### src/rtl/ws2812_pattern_gen_if.sv
// Write-side bus between the pattern generator and the ws2812 driver.
// The generator is the master; the driver answers with ready.
interface ws2812_pattern_gen_if #(
   parameter int NUM_LEDS = 4
);
   logic                ready;
   logic [NUM_LEDS-1:0] led_mask;
   logic [23:0]         rgb_colour;
   logic                write;

   modport master (input ready, output led_mask, rgb_colour, write);
   modport slave  (output ready, input led_mask, rgb_colour, write);
endinterface

### src/rtl/ws2812_pattern_gen.sv
// Per-frame colour-effect engine: walks every LED and issues one GRB write each.
// Define GAMMA_EN to apply a square-law gamma curve after brightness scaling.
module ws2812_pattern_gen #(
   parameter int NUM_LEDS        = 4,
   parameter int TICK_DIV        = 65536,
   parameter int HUE_STEP        = 1,
   parameter int LED_HUE_SPACING = 16
) (
   input  logic                        clk,
   input  logic                        reset_n,
   input  logic                        enable,
   input  logic [1:0]                  mode,
   input  logic [7:0]                  brightness,
   ws2812_pattern_gen_if.master        led_if,
   output logic                        busy,
   output logic                        overrun
);
   localparam int CNT_W = (TICK_DIV > 1) ? $clog2(TICK_DIV) : 1;
   localparam int IDX_W = (NUM_LEDS > 1) ? $clog2(NUM_LEDS) : 1;
   localparam logic [CNT_W-1:0] CNT_LAST = CNT_W'(TICK_DIV - 1);
   localparam logic [IDX_W-1:0] IDX_LAST = IDX_W'(NUM_LEDS - 1);
   localparam logic [7:0] HUE_INC = 8'(HUE_STEP);
   localparam logic [1:0] MODE_RAINBOW = 2'd1;
   localparam logic [1:0] MODE_CHASE   = 2'd2;
   localparam logic [1:0] MODE_OFF     = 2'd3;

   typedef enum logic [1:0] {S_IDLE, S_COMPUTE, S_WRITE} state_t;

   state_t              state, state_nxt;
   logic [CNT_W-1:0]    tick_cnt;
   logic                tick;
   logic [IDX_W-1:0]    idx;
   logic [IDX_W-1:0]    chase_pos;
   logic [7:0]          wheel;
   logic [1:0]          mode_l;
   logic [7:0]          bri_l;
   logic                start;
   logic                write_c;
   logic [7:0]          hue_p0;
   logic [23:0]         rgb_p0;
   logic [NUM_LEDS-1:0] mask_r;
   logic [23:0]         rgb_r;

   function automatic logic [23:0] hue_to_grb(input logic [7:0] h);
      logic [7:0] d, up, dn;
      if (h < 8'd85)       d = h;
      else if (h < 8'd170) d = h - 8'd85;
      else                 d = h - 8'd170;
      up = 8'(d * 8'd3);
      dn = 8'd255 - up;
      if (h < 8'd85)       return {8'd0, dn, up};
      else if (h < 8'd170) return {up, 8'd0, dn};
      else                 return {dn, up, 8'd0};
   endfunction

   function automatic logic [7:0] scale_ch(input logic [7:0] c, input logic [7:0] b);
      logic [15:0] p;
      p = {8'd0, c} * ({8'd0, b} + 16'd1);
      return 8'(p >> 8);
   endfunction

   function automatic logic [7:0] gamma_ch(input logic [7:0] c);
      logic [15:0] q;
      q = {8'd0, c} * {8'd0, c} + {8'd0, c};
      return 8'(q >> 8);
   endfunction

   function automatic logic [23:0] grade(input logic [23:0] grb, input logic [7:0] b);
      logic [7:0] g, r, bl;
      g  = scale_ch(grb[23:16], b);
      r  = scale_ch(grb[15:8], b);
      bl = scale_ch(grb[7:0], b);
`ifdef GAMMA_EN
      g  = gamma_ch(g);
      r  = gamma_ch(r);
      bl = gamma_ch(bl);
`endif
      return {g, r, bl};
   endfunction

   assign tick = (tick_cnt == CNT_LAST);

   // Colour stage p0: hue select, wheel lookup and grading, captured in COMPUTE
   always_comb begin
      hue_p0 = wheel;
      if (mode_l == MODE_RAINBOW)
         hue_p0 = wheel + 8'(32'(idx) * LED_HUE_SPACING);
      rgb_p0 = grade(hue_to_grb(hue_p0), bri_l);
      if (mode_l == MODE_OFF || (mode_l == MODE_CHASE && idx != chase_pos))
         rgb_p0 = '0;
   end

   always_ff @(posedge clk or negedge reset_n) begin
      if (!reset_n) state <= S_IDLE;
      else          state <= state_nxt;
   end

   always_comb begin
      state_nxt = state;
      start     = 1'b0;
      write_c   = 1'b0;
      case (state)
         S_IDLE: begin
            if (tick && enable) begin
               start     = 1'b1;
               state_nxt = S_COMPUTE;
            end
         end
         S_COMPUTE: state_nxt = S_WRITE;
         S_WRITE: begin
            if (led_if.ready) begin
               write_c   = 1'b1;
               state_nxt = (idx == IDX_LAST) ? S_IDLE : S_COMPUTE;
            end
         end
         default: state_nxt = S_IDLE;
      endcase
   end

   always_ff @(posedge clk or negedge reset_n) begin
      if (!reset_n) begin
         tick_cnt  <= '0;
         overrun   <= 1'b0;
         idx       <= '0;
         chase_pos <= '0;
         wheel     <= 8'd0;
         mode_l    <= 2'd0;
         bri_l     <= 8'd0;
         mask_r    <= '0;
         rgb_r     <= 24'd0;
      end else begin
         tick_cnt <= tick ? '0 : tick_cnt + CNT_W'(1);
         // A tick on the final-write cycle still counts as busy and is dropped.
         if (tick && state != S_IDLE)
            overrun <= 1'b1;
         if (start) begin
            mode_l <= mode;
            bri_l  <= brightness;
            idx    <= '0;
         end
         if (state == S_COMPUTE) begin
            rgb_r  <= rgb_p0;
            mask_r <= NUM_LEDS'(1) << idx;
         end
         if (write_c) begin
            if (idx == IDX_LAST) begin
               wheel     <= wheel + HUE_INC;
               chase_pos <= (chase_pos == IDX_LAST) ? '0 : chase_pos + IDX_W'(1);
            end else begin
               idx <= idx + IDX_W'(1);
            end
         end
      end
   end

   assign led_if.write      = write_c;
   assign led_if.led_mask   = mask_r;
   assign led_if.rgb_colour = rgb_r;
   assign busy              = (state != S_IDLE);
endmodule

### src/flat_wrapper.sv
// flat-port wrapper written by rule: the top's interface ports become plain ports
module ws2812_pattern_gen_flat 
#(
   parameter int NUM_LEDS        = 4,
   parameter int TICK_DIV        = 65536,
   parameter int HUE_STEP        = 1,
   parameter int LED_HUE_SPACING = 16
)
  (clk, reset_n, enable, mode, brightness, busy, overrun, led_if_ready, led_if_led_mask, led_if_rgb_colour, led_if_write);
  ws2812_pattern_gen_if #(.NUM_LEDS(NUM_LEDS)) led_if_i ();
  input  logic clk;
  input  logic reset_n;
  input  logic enable;
  input  logic [1:0] mode;
  input  logic [7:0] brightness;
  output logic busy;
  output logic overrun;
  input wire logic [$bits(led_if_i.ready)-1:0] led_if_ready;
  output wire logic [$bits(led_if_i.led_mask)-1:0] led_if_led_mask;
  output wire logic [$bits(led_if_i.rgb_colour)-1:0] led_if_rgb_colour;
  output wire logic [$bits(led_if_i.write)-1:0] led_if_write;
  assign led_if_i.ready = led_if_ready;
  assign led_if_led_mask = led_if_i.led_mask;
  assign led_if_rgb_colour = led_if_i.rgb_colour;
  assign led_if_write = led_if_i.write;
  ws2812_pattern_gen #(.NUM_LEDS(NUM_LEDS), .TICK_DIV(TICK_DIV), .HUE_STEP(HUE_STEP), .LED_HUE_SPACING(LED_HUE_SPACING)) u_core (.clk(clk), .reset_n(reset_n), .enable(enable), .mode(mode), .brightness(brightness), .led_if(led_if_i), .busy(busy), .overrun(overrun));
endmodule
### config.mk
export PLATFORM = sky130hd
export DESIGN_NAME = ws2812_pattern_gen_flat
export DESIGN_NICKNAME = d
export VERILOG_FILES = /design/src/rtl/ws2812_pattern_gen_if.sv /design/src/rtl/ws2812_pattern_gen.sv /design/src/flat_wrapper.sv
export SDC_FILE = /design/constraint.sdc
export NUM_CORES = 1
export LEC_CHECK = 0
export CELL_PAD_IN_SITES_DETAIL_PLACEMENT = 1
export CELL_PAD_IN_SITES_GLOBAL_PLACEMENT = 2
export CORE_ASPECT_RATIO = 1.2
export CORE_MARGIN = 5
export CORE_UTILIZATION = 42
export DETAILED_ROUTE_END_ITERATION = 16
export DONT_BUFFER_PORTS = 1
export PLACE_DENSITY = 0.82
export SYNTH_ARGS = -nofsm -noshare
export SYNTH_HDL_FRONTEND = slang
export SYNTH_SLANG_ARGS = --single-unit
### constraint.sdc
create_clock -name clk -period 12.7 [get_ports clk]
set_clock_uncertainty 0.15 [all_clocks]
set_input_delay 3.81 -clock clk [delete_from_list [all_inputs] [get_ports clk]]
set_output_delay 3.81 -clock clk [all_outputs]
set_load 0.1 [all_outputs]
---- Word-level counts from Yosys, hierarchy flattened ----
Cells that the tools add are included.
storage, ports and cells
  register bits after elaboration ......... 69
  latch bits .............................. 0
  bits in writable memories ............... 0
  ROM bits ................................ 0
  bits of input ports ..................... 14
  output and inout port bits .............. 31
  logic and storage cells ................. 64
  memories ................................ 0
cells by class
  add/subtract/negate cells ............... 9
  $mul .................................... 4
  div/mod/pow operators ................... 0
  $lt $le $gt $ge ......................... 2
  equal/unequal tests ..................... 11
  shifts and indexed selects .............. 1
  multiplexer cells ....................... 19
  bitwise gates (word level) .............. 0
  reduce and logical (&&, ||, !) cells .... 8
operators with widths
  operator                 number
  $mux W24                 3
  $mul A8 B16 Y16          3
  $mux W8                  3
  $add A16 B1 Y16 const B  1
  $eq A16 B16 Y1 const B   1
  $mux W16                 1
  $mux W2                  6
  $eq A2 B2 Y1 const B     5
  $add A8 B1 Y9 const B    1
  $add A8 B1 Y8 const B    1
  $add A8 B6 Y8            1
  $lt A8 B7 Y1 const B     1
  $lt A8 B8 Y1 const B     1
  $mul A8 B2 Y8 const B    1
  $sub A8 B7 Y8 const B    1
  $sub A8 B8 Y8 const A    1
  $sub A8 B8 Y8 const B    1
  $pmux W2 S3              1
  $mux W1                  5
  $add A2 B1 Y2 const B    2
  $eq A2 B1 Y1 const B     2
  $reduce_and A2 Y1        2
  $shl A1 B2 Y4 const A    1
  $logic_and A1 B1 Y1      3
  other kinds (6)          6

---- Longest topological paths before layout ----
Gate-level depths: netlist (run 1).
  depth in word-level cells ............... 11
  depth in mapped cells ................... 38
  mapped depth without buffers ............ 36

---- Least setup slack after synthesis (run 1) ----
Ideal clock, no wire load.
  path type ............................... input to output
  start point ............................. input port led_if_ready
  end point ............................... output port led_if_write
  data arrival time ....................... 5.156 ns
  data required time ...................... 8.740 ns
  path slack .............................. 3.584 ns
  stages .................................. 2
  path buffers ............................ 0
  path through ............................ inv_1 > nor2_1
on the way
  word-level cells in the longest chain between the ends .. 2
ends and longest elaborated chain
  element             RTL line                   RTL
  start: declaration  flat_wrapper.sv:18         input wire logic [$bits(led_if_i.ready)-1:0] led_if_ready;
  $mux W1             ws2812_pattern_gen.sv:111  if (led_if.ready) begin
  $mux W1             ws2812_pattern_gen.sv:102  case (state)
  end: declaration    flat_wrapper.sv:21         output wire logic [$bits(led_if_i.write)-1:0] led_if_write;
Every way passes these cells.

---- Worst setup path in the final report (run 1) ----
  start point ............................. register u_core.idx[0]
  end point ............................... register u_core.rgb_r[23] (netlist: u_core.led_if.rgb_colour[23])
on the way
  word-level cells in the longest chain between the ends .. 11
  elaborated cells between the ends (all ways) .. 17
ends and longest elaborated chain
  element                                      RTL line                   RTL
  start: declaration                           ws2812_pattern_gen.sv:32   logic [IDX_W-1:0] idx;
  start signal: assignment                     ws2812_pattern_gen.sv:150  idx <= idx + IDX_W'(1);
  $add A8 B6 Y8                                ws2812_pattern_gen.sv:87   hue_p0 = wheel + 8'(32'(idx) * LED_HUE_SPACING);
  $mux W8                                      ws2812_pattern_gen.sv:86   if (mode_l == MODE_RAINBOW)
  $sub A8 B8 Y8, or another cell as far along  ws2812_pattern_gen.sv:48   else d = h - 8'd170;
  $mux W8                                      ws2812_pattern_gen.sv:47   else if (h < 8'd170) d = h - 8'd85;
  $mux W8                                      ws2812_pattern_gen.sv:46   if (h < 8'd85) d = h;
  $mul A8 B2 Y8                                ws2812_pattern_gen.sv:49   up = 8'(d * 8'd3);
  $sub A8 B8 Y8                                ws2812_pattern_gen.sv:50   dn = 8'd255 - up;
  $mux W24                                     ws2812_pattern_gen.sv:52   else if (h < 8'd170) return {up, 8'd0, dn};
  $mux W24                                     ws2812_pattern_gen.sv:51   if (h < 8'd85) return {8'd0, dn, up};
  $mul A8 B16 Y16                              ws2812_pattern_gen.sv:58   p = {8'd0, c} * ({8'd0, b} + 16'd1);
  $mux W24 (*)                                 ws2812_pattern_gen.sv:89   if (mode_l == MODE_OFF || (mode_l == MODE_CHASE && idx != chase_pos))
  end signal: assignment                       ws2812_pattern_gen.sv:142  rgb_r <= rgb_p0;
  end: declaration                             ws2812_pattern_gen.sv:42   logic [23:0] rgb_r;
Mark *: on every way between the ends. The rest lies on a longest branch, timed or not.
A chain may end at the register's enable or synchronous reset.

==> results of run 1 <==
==> cell type report <==
class / count / share of cell area (%)
clock buffers: 12 / 2.26
multi-input cells: 907 / 70.0
flip-flops and latches: 69 / 15.2
clock inverters: 3 / 0.188
inverters: 229 / 7.58
well taps: 325 / 3.59
repair buffers: 17 / 1.13
==> power by group through the flow <==
stage,combinational [mW],clock (mW),sequential (mW)
floorplan,0.117,0,0.284
global placement,0.176,0,0.295
detailed placement,0.177,0,0.295
CTS,0.178,0.261,0.291
global route,0.195,0.271,0.294
finish,0.176,0.252,0.291
==> flip-flops by register name, indices dropped and copies added, names as in the netlist <==
signal / cells
u_core.mode_l: 2
u_core.wheel: 8
u_core.chase_pos: 2
u_core.bri_l: 8
u_core.led_if.led_mask: 4
u_core.idx: 2
u_core.overrun: 1
u_core.led_if.rgb_colour: 24
u_core.tick_cnt: 16
u_core.state: 2
==> cells in the mapped netlist (5+ instances only) <==
library cell	n
xnor2_1	50
xor2_1	22
nand3_1	19
dfrtp_1	69
nor2_1	170
o21ai_0	23
ha_1	116
inv_1	228
nand2b_1	16
fa_1	121
and2_1	8
and3_1	7
nor3_1	15
o31ai_1	5
clkbuf_1	32
nor2b_1	5
o21ai_1	5
o21a_1	11
mux2i_1	7
nand2_1	110
or3_1	9
a21oi_1	31
a21o_1	17
nor4_1	5
a31oi_1	6
a22o_1	17
or2_2	9
mux2_2	17
==> logic make-up after synthesis <==
group / Yosys count
AOI/OAI and AO/OA: 172
xor gates and xnor gates: 74
adders and majority gates: 237
buffers and inverters: 268
DFF: 69
muxes: 25
and+or+nand+nor: 399
==> routing by layer <==
metal / GRT usage [%] / vias up / part of all wire [%]
met1: 27.3 / 4316 / 43
met3: 3.71 / 32 / 3.8
met5: 0 / - / 0.073
met4: 6.23 / 4 / 2.1
met2: 40.0 / 108 / 51
li1: - / 3976 / -
==> through the flow <==
| stage | instances | worst slack (ns) |
|---|---|---|
| 2_1_floorplan | 1244 | 3.58 |
| 3_3_place_gp | 1547 | 2.21 |
| 3_5_place_dp | 1547 | 1.98 |
| 4_1_cts | 1562 | 1.84 |
| 5_1_grt | 1562 | 1.17 |
| 6_report | 1562 | 1.89 |
==> how the worst min path moves through the flow <==
stage,slack [ns],endpoint,from
after floorplan,0.29,u_core.tick_cnt[12]$_DFF_PN0_,u_core.tick_cnt[12]$_DFF_PN0_
after global placement,0.31,u_core.tick_cnt[12]$_DFF_PN0_,u_core.tick_cnt[12]$_DFF_PN0_
after detailed placement,0.32,u_core.tick_cnt[12]$_DFF_PN0_,u_core.tick_cnt[12]$_DFF_PN0_
after CTS,0.33,u_core.tick_cnt[12]$_DFF_PN0_,u_core.tick_cnt[12]$_DFF_PN0_
after global routing,0.34,u_core.tick_cnt[12]$_DFF_PN0_,u_core.tick_cnt[12]$_DFF_PN0_
final,0.32,u_core.tick_cnt[12]$_DFF_PN0_,u_core.tick_cnt[12]$_DFF_PN0_
==> impl_metrics.tcl, run 1 <==
set metrics [dict create \
    synth_top_area_share_pct 22.7 \
    reg2reg_from "u_core.idx[0]$_DFF_PN0_" \
    worst_slew_pin_slew_ns 1.16 \
    ctsHoldBuffers 0 \
    reg2regPathDepth 33 \
    crit_family "compound AO/OA/AOI/OAI gates" \
    first_pass_iters 4 \
    ir_drop_v 0.000106 \
    cp_slowest_cell "xnor2_1" \
    crit_path_end_kind "register" \
    drtIter0Drc 238 \
    p_int_mw 0.433 \
    num_rows 63 \
    die_h_um 184 \
    crit_arrival_ns 10.90 \
    slew_headroom_pct 22.5 \
    cts_max_level 3 \
    ios 45 \
    crit_end "u_core.led_if.rgb_colour[23]$_DFFE_PN0N_" \
    drv_slew 0 \
    syn_inst 1244 \
    gp_congestion 0.890 \
    drt_wl_total_mm 30.0 \
    final_common_cell "inv_1" \
    power_frac_comb_pct 24.4 \
    post-route-min-period_ns 10.81 \
    pwr-share-seq_pct 40.5 \
    grt-ovfl-total 0 \
    insertion_delay_ns 0.36 \
    total_power_mw 0.719 \
    multi_input_area_mm2 0.00794 \
    dr_total_vias 8436 \
    die_area_mm2 0.0287 \
    synthSimpleGateAreaFrac_pct 17.0 \
    setup_viol 0 \
    muxShareOfSynthArea_pct 2.67 \
    crit_buf_inv 4 \
    syn_to_final_growth_pct 6.36 \
    fin_setup_tns_ns 0 \
    synth_area_mm2 0.0107 \
    cts_setup_buffers 0 \
    clock-sinks 69 \
    final-hold-violation-count 0 \
    crit_start "u_core.idx[0]$_DFF_PN0_" \
    synth_top_family_by_area "adder cells" \
    crit_type "reg -> reg" \
    cp.depth 33 \
    register_area_mm2 0.00173 \
    drive_gt1_share_pct 6.87 \
    yosysTopAreaCell "fa_1" \
    dpl-instance-area_mm2 0.0111 \
    synth_compound_area_share_pct 11.8 \
    wire_per_inst_um 19.2 \
    die_x_um 155 \
    cts_resized 0 \
    power.leakage_nw 5.74 \
    grt_pass1_wl_mm 49.6 \
    cts_tree "yes" \
    path_clk_slew_ns 0.06 \
    hp-class "reg -> reg" \
    dp_hpwl_mm 23.9 \
    nFillCells 2970 \
    ys_seq_elements 69 \
    whs_path_depth 1 \
    viasPerCell 5.40 \
    p_sw_share_pct 39.8 \
    grt_pass1_vias 9180 \
    start_util_pct 42.9 \
    numCtsBuffers 9 \
    required_ns 12.79 \
    cts_buffer_depth 2 \
    clkPwrFrac_pct 35.1 \
    grt_max_degree 70 \
    whs_ns 0.322 \
    yosys.area_share.xor_xnor_pct 6.34 \
    ant_nets 0 \
    crit_fanout 13 \
    yosysSeqAreaShare_pct 16.2 \
    crit_path_frequent_cell "fa_1" \
    r2r_end "u_core.led_if.rgb_colour[23]$_DFFE_PN0N_" \
    max-cap-violations 0 \
    fin_util_pct 45.6 \
    nets 1484 \
    synth-edff-count 0 \
    yosys.area_share.adder_pct 36.4 \
    synth_ff_type "dfrtp_1" \
    portBuffers 0 \
    period_share_pct 85.1 \
    syn_avg_cell_area_um2 8.57 \
    synth_nets 1495 \
    synth_area_leaders "fa_1, dfrtp_1, ha_1" \
    core_area_mm2 0.0248 \
    final_cell_mix "inv_1, nor2_1, fa_1" \
    track_usage_pct 22.2 \
    p_switching_mw 0.286 \
    power_density_mw_per_mm2 63.4 \
    fin_area_mm2 0.0113 \
    antennaDiodeCount 0 \
    antenna_found_initial 2 \
    cts_root_buf "clkbuf_16" \
    synth_cell_types 84 \
    crit_path_max_incr_delay_ns 0.86 \
    worst_setup_path_start_kind "register" \
    max_freq_ghz 0.0925 \
    status "completed" \
    rsz0062_at_grt "false" \
    drc 0 \
    ys.warnings.count 0 \
    rrSetupSlack_ns 1.89 \
    ys_async_sr_fraction_pct 100 \
]
Power figures use the tool's default switching activity.
==> run 2, diff against run 1 <==
Settings changed: CAP_MARGIN from default to 20.
==> impl_metrics.tcl, run 2 (synthesis gave the netlist of run 1 again) <==
set metrics [dict create \
    status "completed" \
    drive_gt1_share_pct 6.95 \
    final-hold-violation-count 0 \
    max-cap-violations 0 \
    dp_hpwl_mm 23.9 \
    required_ns 12.79 \
    worst_setup_path_start_kind "register" \
    place_inst 1547 \
    crit_path_frequent_cell "fa_1" \
    ctsHoldBuffers 0 \
    cts_root_buf "clkbuf_16" \
    grt_pass1_vias 9180 \
    insertion_delay_ns 0.36 \
    portBuffers 0 \
    crit_arrival_ns 10.94 \
    cts_max_level 3 \
    hp-class "reg -> reg" \
    power_frac_comb_pct 24.4 \
    rsz0062_at_grt "false" \
    power.leakage_nw 5.74 \
    cts_buffer_depth 2 \
    crit_type "reg -> reg" \
    die_x_um 155 \
    clkPwrFrac_pct 35.1 \
    drc 0 \
    viasPerCell 5.38 \
    cts_tree "yes" \
    slew_headroom_pct 22.7 \
    grt_max_degree 70 \
    cts_setup_buffers 0 \
    largest_reg_flops 24 \
    first_pass_iters 4 \
    ir_drop_v 0.000106 \
    post-route-min-period_ns 10.84 \
    clock-sinks 69 \
    final_cell_mix "inv_1, nor2_1, fa_1" \
    gp_congestion 0.890 \
    syn_to_final_growth_pct 6.51 \
    period_share_pct 85.4 \
    pwr-share-seq_pct 40.4 \
    numCtsBuffers 9 \
    drt_wl_total_mm 29.9 \
    drtIter0Drc 251 \
    cp_slowest_cell "xnor2_1" \
    p_switching_mw 0.287 \
    setup_viol 0 \
    core_area_mm2 0.0248 \
    dr_total_vias 8407 \
    grt-ovfl-total 0 \
    max_freq_ghz 0.0922 \
    track_usage_pct 22.2 \
    crit_fanout 13 \
    cts_resized 0 \
    die_h_um 184 \
    p_int_mw 0.433 \
    crit_path_max_incr_delay_ns 0.86 \
    ios 45 \
    final_cells 1563 \
    nFillCells 2970 \
    nets 1485 \
    ant_nets 0 \
    total_power_mw 0.719 \
    antennaDiodeCount 0 \
    whs_ns 0.322 \
    crit_buf_inv 4 \
    fin_setup_tns_ns 0 \
    final_common_cell "inv_1" \
    antenna_found_initial 2 \
    fin_util_pct 45.7 \
    crit_family "compound AO/OA/AOI/OAI gates" \
    wire_per_inst_um 19.1 \
    num_rows 63 \
    grt_pass1_wl_mm 49.6 \
    power_density_mw_per_mm2 63.4 \
    crit_path_end_kind "register" \
    start_util_pct 42.9 \
    p_sw_share_pct 39.9 \
    path_clk_slew_ns 0.06 \
    die_area_mm2 0.0287 \
    worst_slew_pin_slew_ns 1.16 \
    drv_slew 0 \
]
[run 2: changes by cell type in the layout (fill, tap and decap cells not counted)]
| cell | delta |
|---|---|
| buf_8 | +1 |
[run 2: cell type report]
cell class              count  area [um^2]  area share [%]
multi-input cells         907         7940            69.9
flip-flops and latches     69         1730            15.2
inverters                 229          860            7.57
well taps                 325          407            3.58
clock buffers              12          256            2.26
repair buffers             18          143            1.26
clock inverters             3         21.3           0.187
[run 2: per-layer routing]
metal  part of all wire (%)  track usage [%]
met2                     52             40.0
met1                     42             27.3
met5                  0.090                0
met3                    4.0             3.71
met4                    2.1             6.23
[run 2: power groups by stage]
stage	clock [mW]	sequential, mW	combinational, mW
4_1_cts	0.261	0.291	0.178
5_1_grt	0.271	0.294	0.195
6_report	0.253	0.291	0.176
3_5_place_dp	0	0.295	0.177
3_3_place_gp	0	0.295	0.176
2_1_floorplan	0	0.284	0.117
[run 2: path summary, 6_finish.rpt]
path | start | endpoint | slack [ns] | cells past startpoint
worst max register to register | u_core.idx[0]$_DFF_PN0_ | u_core.led_if.rgb_colour[23]$_DFFE_PN0N_ | 1.86 | 33
min in group asynchronous | reset_n | u_core.led_if.rgb_colour[13]$_DFFE_PN0N_ | 2.99 | 0
worst min register to register | u_core.tick_cnt[12]$_DFF_PN0_ | u_core.tick_cnt[12]$_DFF_PN0_ | 0.32 | 1
worst min-delay path | u_core.tick_cnt[12]$_DFF_PN0_ | u_core.tick_cnt[12]$_DFF_PN0_ | 0.32 | 1
worst max-delay path | u_core.idx[0]$_DFF_PN0_ | u_core.led_if.rgb_colour[23]$_DFFE_PN0N_ | 1.86 | 33
max in group asynchronous | reset_n | u_core.led_if.rgb_colour[3]$_DFFE_PN0N_ | 9.29 | 0
[run 2: metrics by stage]
step,area [um^2],worst slack [ns]
6_report,11300,1.86
5_1_grt,11300,1.17
4_1_cts,11300,1.84
3_5_place_dp,11100,1.98
3_3_place_gp,11100,2.21
2_1_floorplan,10700,3.58
==> run 3, diff against run 2 <==
Settings changed: ABC_CLOCK_PERIOD_IN_PS from default to 12700.
==> results of run 3 <==
No change in the layout: final DEF, timing and power equal those of run 2.
